## src/rtl/xor_lrc_unit_if.sv

```systemverilog
// Word-stream in / frame-result out handshake bundle for the LRC unit.
// master drives the word stream and result acceptance; slave is the LRC unit.
interface xor_lrc_unit_if #(
  parameter int WIDTH = 8,
  parameter int CNT_W = 8
) ();
  logic             in_valid;
  logic             in_ready;
  logic [WIDTH-1:0] in_data;
  logic             in_last;
  logic             mode;
  logic             out_valid;
  logic             out_ready;
  logic [WIDTH-1:0] out_lrc;
  logic             out_bit;
  logic             out_err;
  logic [CNT_W-1:0] out_count;

  modport master (
    output in_valid, in_data, in_last, mode, out_ready,
    input  in_ready, out_valid, out_lrc, out_bit, out_err, out_count
  );

  modport slave (
    input  in_valid, in_data, in_last, mode, out_ready,
    output in_ready, out_valid, out_lrc, out_bit, out_err, out_count
  );
endinterface

```

## src/rtl/xor_lrc_unit.sv

```systemverilog
// Streaming column-wise XOR (LRC) over a frame of words, with generate and check modes.
// Results are held in registers until the downstream accepts them.
module xor_lrc_unit #(
  parameter int WIDTH = 8,
  parameter bit ODD   = 1'b0,
  parameter int CNT_W = 8
) (
  input logic           clk,
  input logic           rst,
  xor_lrc_unit_if.slave bus
);
  typedef enum logic {ACCUM, HOLD} state_t;

  localparam logic [CNT_W-1:0] CNT_MAX  = '1;
  localparam logic [WIDTH-1:0] CHECK_OK = ODD ? {WIDTH{1'b1}} : {WIDTH{1'b0}};

  state_t           state;
  logic [WIDTH-1:0] acc;
  logic [WIDTH-1:0] acc_nxt;
  logic [CNT_W-1:0] count;
  logic [CNT_W-1:0] count_nxt;
  logic             mode_q;
  logic             mode_eff;
  logic             vld_r;
  logic [WIDTH-1:0] lrc_r;
  logic             bit_r;
  logic             err_r;
  logic [CNT_W-1:0] cnt_r;

  function automatic logic [CNT_W-1:0] sat_inc(input logic [CNT_W-1:0] c);
    return (c == CNT_MAX) ? c : c + 1'b1;
  endfunction

  function automatic logic [WIDTH-1:0] apply_sense(input logic [WIDTH-1:0] r);
    return ODD ? ~r : r;
  endfunction

  function automatic logic reduce_bit(input logic [WIDTH-1:0] r);
    return ODD ? ~^r : ^r;
  endfunction

  // The first beat of a frame uses the live mode; later beats use the latched copy.
  always_comb begin
    acc_nxt   = acc ^ bus.in_data;
    count_nxt = sat_inc(count);
    mode_eff  = (count == '0) ? bus.mode : mode_q;
  end

  always_ff @(posedge clk) begin
    if (rst) begin
      state  <= ACCUM;
      acc    <= '0;
      count  <= '0;
      mode_q <= 1'b0;
      vld_r  <= 1'b0;
      lrc_r  <= '0;
      bit_r  <= 1'b0;
      err_r  <= 1'b0;
      cnt_r  <= '0;
    end else begin
      case (state)
        ACCUM: begin
          if (bus.in_valid) begin
            acc   <= acc_nxt;
            count <= count_nxt;
            if (count == '0) mode_q <= bus.mode;
            if (bus.in_last) begin
              lrc_r <= apply_sense(acc_nxt);
              bit_r <= reduce_bit(acc_nxt);
              err_r <= mode_eff && (acc_nxt != CHECK_OK);
              cnt_r <= count_nxt;
              vld_r <= 1'b1;
              state <= HOLD;
            end
          end
        end
        HOLD: begin
          if (bus.out_ready) begin
            acc   <= '0;
            count <= '0;
            vld_r <= 1'b0;
            state <= ACCUM;
          end
        end
      endcase
    end
  end

  assign bus.in_ready  = (state == ACCUM);
  assign bus.out_valid = vld_r;
  assign bus.out_lrc   = lrc_r;
  assign bus.out_bit   = bit_r;
  assign bus.out_err   = err_r;
  assign bus.out_count = cnt_r;
endmodule

```

## src/flat_wrapper.sv

```systemverilog
// flat-port wrapper written by rule: the top's interface ports become plain ports
module xor_lrc_unit_flat 
#(
  parameter int WIDTH = 8,
  parameter bit ODD   = 1'b0,
  parameter int CNT_W = 8
)
  (clk, rst, bus_in_valid, bus_in_data, bus_in_last, bus_mode, bus_out_ready, bus_in_ready, bus_out_valid, bus_out_lrc, bus_out_bit, bus_out_err, bus_out_count);
  xor_lrc_unit_if #(.WIDTH(WIDTH), .CNT_W(CNT_W)) bus_i ();
  input logic clk;
  input logic rst;
  input wire logic [$bits(bus_i.in_valid)-1:0] bus_in_valid;
  input wire logic [$bits(bus_i.in_data)-1:0] bus_in_data;
  input wire logic [$bits(bus_i.in_last)-1:0] bus_in_last;
  input wire logic [$bits(bus_i.mode)-1:0] bus_mode;
  input wire logic [$bits(bus_i.out_ready)-1:0] bus_out_ready;
  output wire logic [$bits(bus_i.in_ready)-1:0] bus_in_ready;
  output wire logic [$bits(bus_i.out_valid)-1:0] bus_out_valid;
  output wire logic [$bits(bus_i.out_lrc)-1:0] bus_out_lrc;
  output wire logic [$bits(bus_i.out_bit)-1:0] bus_out_bit;
  output wire logic [$bits(bus_i.out_err)-1:0] bus_out_err;
  output wire logic [$bits(bus_i.out_count)-1:0] bus_out_count;
  assign bus_i.in_valid = bus_in_valid;
  assign bus_i.in_data = bus_in_data;
  assign bus_i.in_last = bus_in_last;
  assign bus_i.mode = bus_mode;
  assign bus_i.out_ready = bus_out_ready;
  assign bus_in_ready = bus_i.in_ready;
  assign bus_out_valid = bus_i.out_valid;
  assign bus_out_lrc = bus_i.out_lrc;
  assign bus_out_bit = bus_i.out_bit;
  assign bus_out_err = bus_i.out_err;
  assign bus_out_count = bus_i.out_count;
  xor_lrc_unit #(.WIDTH(WIDTH), .ODD(ODD), .CNT_W(CNT_W)) u_core (.clk(clk), .rst(rst), .bus(bus_i));
endmodule
```

## config.mk

```make
export PLATFORM = sky130hd
export DESIGN_NAME = xor_lrc_unit_flat
export DESIGN_NICKNAME = d
export VERILOG_FILES = /design/src/rtl/xor_lrc_unit_if.sv /design/src/rtl/xor_lrc_unit.sv /design/src/flat_wrapper.sv
export SDC_FILE = /design/constraint.sdc
export NUM_CORES = 1
export LEC_CHECK = 0
export CORE_UTILIZATION = 46
export CTS_BUF_LIST = sky130_fd_sc_hd__clkbuf_16
export CTS_CLUSTER_DIAMETER = 30
export DETAILED_ROUTE_END_ITERATION = 16
export MAX_ROUTING_LAYER = met4
export PLACE_DENSITY = 0.75
export RECOVER_POWER = 100
export REMOVE_ABC_BUFFERS = 1
export SLEW_MARGIN = 20
export SYNTH_ARGS = -nofsm -noshare
export SYNTH_HDL_FRONTEND = slang
export SYNTH_SLANG_ARGS = --single-unit
```

## constraint.sdc

```tcl
create_clock -name clk -period 1.62 [get_ports clk]
set_input_delay 0.243 -clock clk [delete_from_list [all_inputs] [get_ports clk]]
set_output_delay 0.243 -clock clk [all_outputs]
set_load 0.005 [all_outputs]
```

==> impl_metrics.env, run 1 <==
export IMPL_grt_max_degree=41
export IMPL_num_fill_cells=284
export IMPL_clock_latency_ns=0.28
export IMPL_rrSetupSlack_ns=-0.006
export IMPL_finalCriticalPeriod_ns=1.63
export IMPL_die_y_um=63.5
export IMPL_seq_area_frac_synth_pct=42.6
export IMPL_powerDensity_nw_per_um2=957
export IMPL_port_buffers=33
export IMPL_timing_rr_start="u_core.count[0]"
export IMPL_grt_usage_pct=22.6
export IMPL_endpoint_kind="flop"
export IMPL_violations="setup timing"
export IMPL_fin_skew_ns=0.00179
export IMPL_grt_pass1_wl_um=6900
export IMPL_antenna_found_initial=0
export IMPL_clk_path_buf_depth=2
export IMPL_core_sq_um=3470
export IMPL_synth_area_top_cells="dfxtp_1, nor2_1, xnor2_1, a21oi_1, a211oi_1"
export IMPL_ys_ff_latch=37
export IMPL_yosys_area_top_type="dfxtp_1"
export IMPL_routed_wl_um=4050
export IMPL_final_util_pct=71.2
export IMPL_worst_setup_hold_path_clk_slew_ns=0.05
export IMPL_num_vias=1643
export IMPL_rows=21
export IMPL_ios=34
export IMPL_maxCapViolCount=0
export IMPL_status="complete, but fails checks"
export IMPL_cts_root_buf="clkbuf_16"
export IMPL_layout_drive_gt1_share_pct=18.5
export IMPL_relSlewSlack_pct=68.4
export IMPL_critPathKind="reg2reg"
export IMPL_synth_distinct_cells=37
export IMPL_die_w_um=63.5
export IMPL_first_pass_iters=4
export IMPL_ir_drop_mv=0.691
export IMPL_setup_ws_ns=-0.00634
export IMPL_dpl_cell_area_sq_um=2290
export IMPL_syn_to_final_growth_pct=42.2
export IMPL_fin_nets=278
export IMPL_clock_sinks=37
export IMPL_crit_end="u_core.bus.out_err"
export IMPL_worstPathArrival_ns=1.79
export IMPL_worstReg2RegEnd="u_core.bus.out_err"
export IMPL_finalHoldViolCount=0
export IMPL_synthCells=201
export IMPL_fin_crit_sh_pct=100
export IMPL_fin_hold_ws_ns=0.393
export IMPL_fin_area_sq_um=2470
export IMPL_slew_violations=0
export IMPL_placed_cells=296
export IMPL_final_antenna_net_count=0
export IMPL_ys_warn_count=0
export IMPL_first_iter_violations=111
export IMPL_rsz0062_at_grt="true"
export IMPL_worstMarginPinSlew_ns=0.474
export IMPL_crit_start="u_core.count[0]"
export IMPL_synth_top_cell_area_share_pct=42.6
export IMPL_startpoint_type="flop"
export IMPL_final_cells=305
export IMPL_drc_errors=0
export IMPL_dp_hpwl_um=2840
export IMPL_overflow=0
export IMPL_cts_buffers_inserted=5
export IMPL_gp_congestion=0.879
export IMPL_power_mw=2.37
export IMPL_reg2regPathDepth=6
export IMPL_avgSynthCellArea_sq_um=8.65
export IMPL_wire_per_inst_um=13.3
export IMPL_dp_slack_ns=-0.259
export IMPL_tritoncts="yes"
export IMPL_report_final_setup_viol=2
export IMPL_die_area_sq_um=4030
export IMPL_cts_htree_levels=2
export IMPL_fmax_ghz=0.615
export IMPL_vias_per_cell=5.39
export IMPL_synthesis_area_sq_um=1740
export IMPL_cellLeakagePower_nw=0.991
export IMPL_initial_core_util_pct=50.1
export IMPL_antenna_cells=0
export IMPL_crit_required_ns=1.78
export IMPL_timing_setup_tns_ns=-0.00999
export IMPL_grt_pass1_vias=1515
export IMPL_hold_path_class="in2reg"
export IMPL_critPathMaxFanout=2
-- state kept, by name, summed over array words and instances, names as in the netlist --
name,count
u_core.bus.out_err,1
u_core.count,8
u_core.acc,8
u_core.state,1
u_core.bus.out_count,8
u_core.bus.out_valid,1
u_core.mode_q,1
u_core.bus.out_bit,1
u_core.bus.out_lrc,8
-- worst max-delay path: stages (launching register included) --
cell and delay [ns]:
dfxtp_2 0.32, inv_2 0.05, ha_2 0.15, or4b_4 0.47, nor4_4 0.16, mux2i_1 0.26, o31ai_1 0.10
-- synthesized netlist by cell type --
master and number:
and2_1 1, a31oi_1 1, mux2i_1 1, mux2_2 1, inv_1 3, buf_4 1, nand3b_1 4, buf_6 1
or4b_4 1, xnor2_1 14, a22oi_1 1, nor2b_1 1, a21oi_1 22, a211oi_1 11, buf_2 4, nor3b_1 1
a32oi_1 1, nor4_4 1, nand2b_1 3, ha_1 6, a21boi_0 1, nand4_1 3, nor3_1 4, nand2_1 10
o31ai_1 4, nand3_1 4, a311oi_1 3, o21ai_0 4, nor2_1 34, or2_2 1, clkbuf_1 8, a31o_2 1
dfxtp_1 37, and4_1 1, o211ai_1 4, o21ai_1 1, and3_1 2
-- how the worst min path moves through the flow --
stage                     cells after the start                      end            startpoint  slack, ns
after floorplan                               1  u_core.bus.out_count[2]                   rst       0.31
after global placement                        2     u_core.bus.out_valid  u_core.bus.out_valid       0.44
after detailed placement                      2     u_core.bus.out_valid  u_core.bus.out_valid       0.45
after CTS                                     2     u_core.bus.out_valid  u_core.bus.out_valid       0.46
after global routing                          3    u_core.bus.out_lrc[3]        bus_in_data[3]       0.41
final                                         3    u_core.bus.out_lrc[3]        bus_in_data[3]       0.39
-- logic make-up (layout without fill, tap and decap cells) --
group,count (synthesis),count (layout),share of synthesized area [%]
and+or+nand+nor,71,71,20.4
AOI/OAI and AO/OA,54,54,19.7
buffers and inverters,17,75,4.61
xor gates and xnor gates,14,14,7.06
adders and majority gates,6,6,4.32
DFF,37,37,42.6
muxes,2,2,1.22
-- final cells by class --
class / count / area (sq um) / area share [%]
Multi-Input combinational cell: 147 / 957 / 38.7
Tap cell: 46 / 57.6 / 2.33
Clock buffer: 5 / 125 / 5.06
Sequential cell: 37 / 743 / 30.1
Clock inverter: 3 / 12.5 / 0.506
Inverter: 3 / 11.3 / 0.456
Timing Repair Buffer: 64 / 564 / 22.8
-- repair_timing --
action | 4_1_cts | 5_1_grt
pin swaps | 1 | 6
resized for setup | 7 | 8
setup endpoints to repair | 3 | 18
endpoints found under the hold margin | 0 | 0
buffers inserted | 1 | 0
hold buffers | 0 | 0
-- power by group --
group          switching [mW]  internal (mW)
Combinational           0.211          0.256
Clock                   0.349          0.555
Sequential             0.0300          0.964
Total                   0.590           1.78
-- routing by layer --
layer | global-route usage [%] | part of all wire, %
met1 | 29.4 | 48
met3 | 5.62 | 4.0
met4 | 9.38 | 1.8
met5 | - | 0
met2 | 33.2 | 46
-- cells in the final DEF, fill, tap and decap left out, types with 2 or more instances in the layout --
cell type / instances
a211oi_1: 11
a21oi_1: 22
a311oi_1: 3
and3_1: 2
buf_4: 20
clkbuf_1: 3
clkbuf_16: 5
clkbuf_4: 6
clkdlybuf4s50_1: 13
clkinv_1: 2
dfxtp_1: 35
dfxtp_2: 2
dlygate4sd3_1: 19
ha_1: 5
inv_1: 2
nand2_1: 10
nand2b_1: 3
nand3_1: 3
nand3b_1: 4
nand4_1: 3
nor2_1: 34
nor3_1: 4
o211ai_1: 4
o21ai_0: 3
o21ai_1: 2
o31ai_1: 4
xnor2_1: 10
xnor2_2: 4
No activity file was read; power rests on OpenSTA's default activity.
==> run 2, diff against run 1 <==
--- a/config.mk
+++ b/config.mk
@@ -13,7 +13,7 @@
 export PLACE_DENSITY = 0.75
 export RECOVER_POWER = 100
 export REMOVE_ABC_BUFFERS = 1
-export SLEW_MARGIN = 20
+export SLEW_MARGIN = 25
 export SYNTH_ARGS = -nofsm -noshare
 export SYNTH_HDL_FRONTEND = slang
 export SYNTH_SLANG_ARGS = --single-unit
==> results of run 2 <==
Final layout, timing and power as in run 1 (identical DEF).
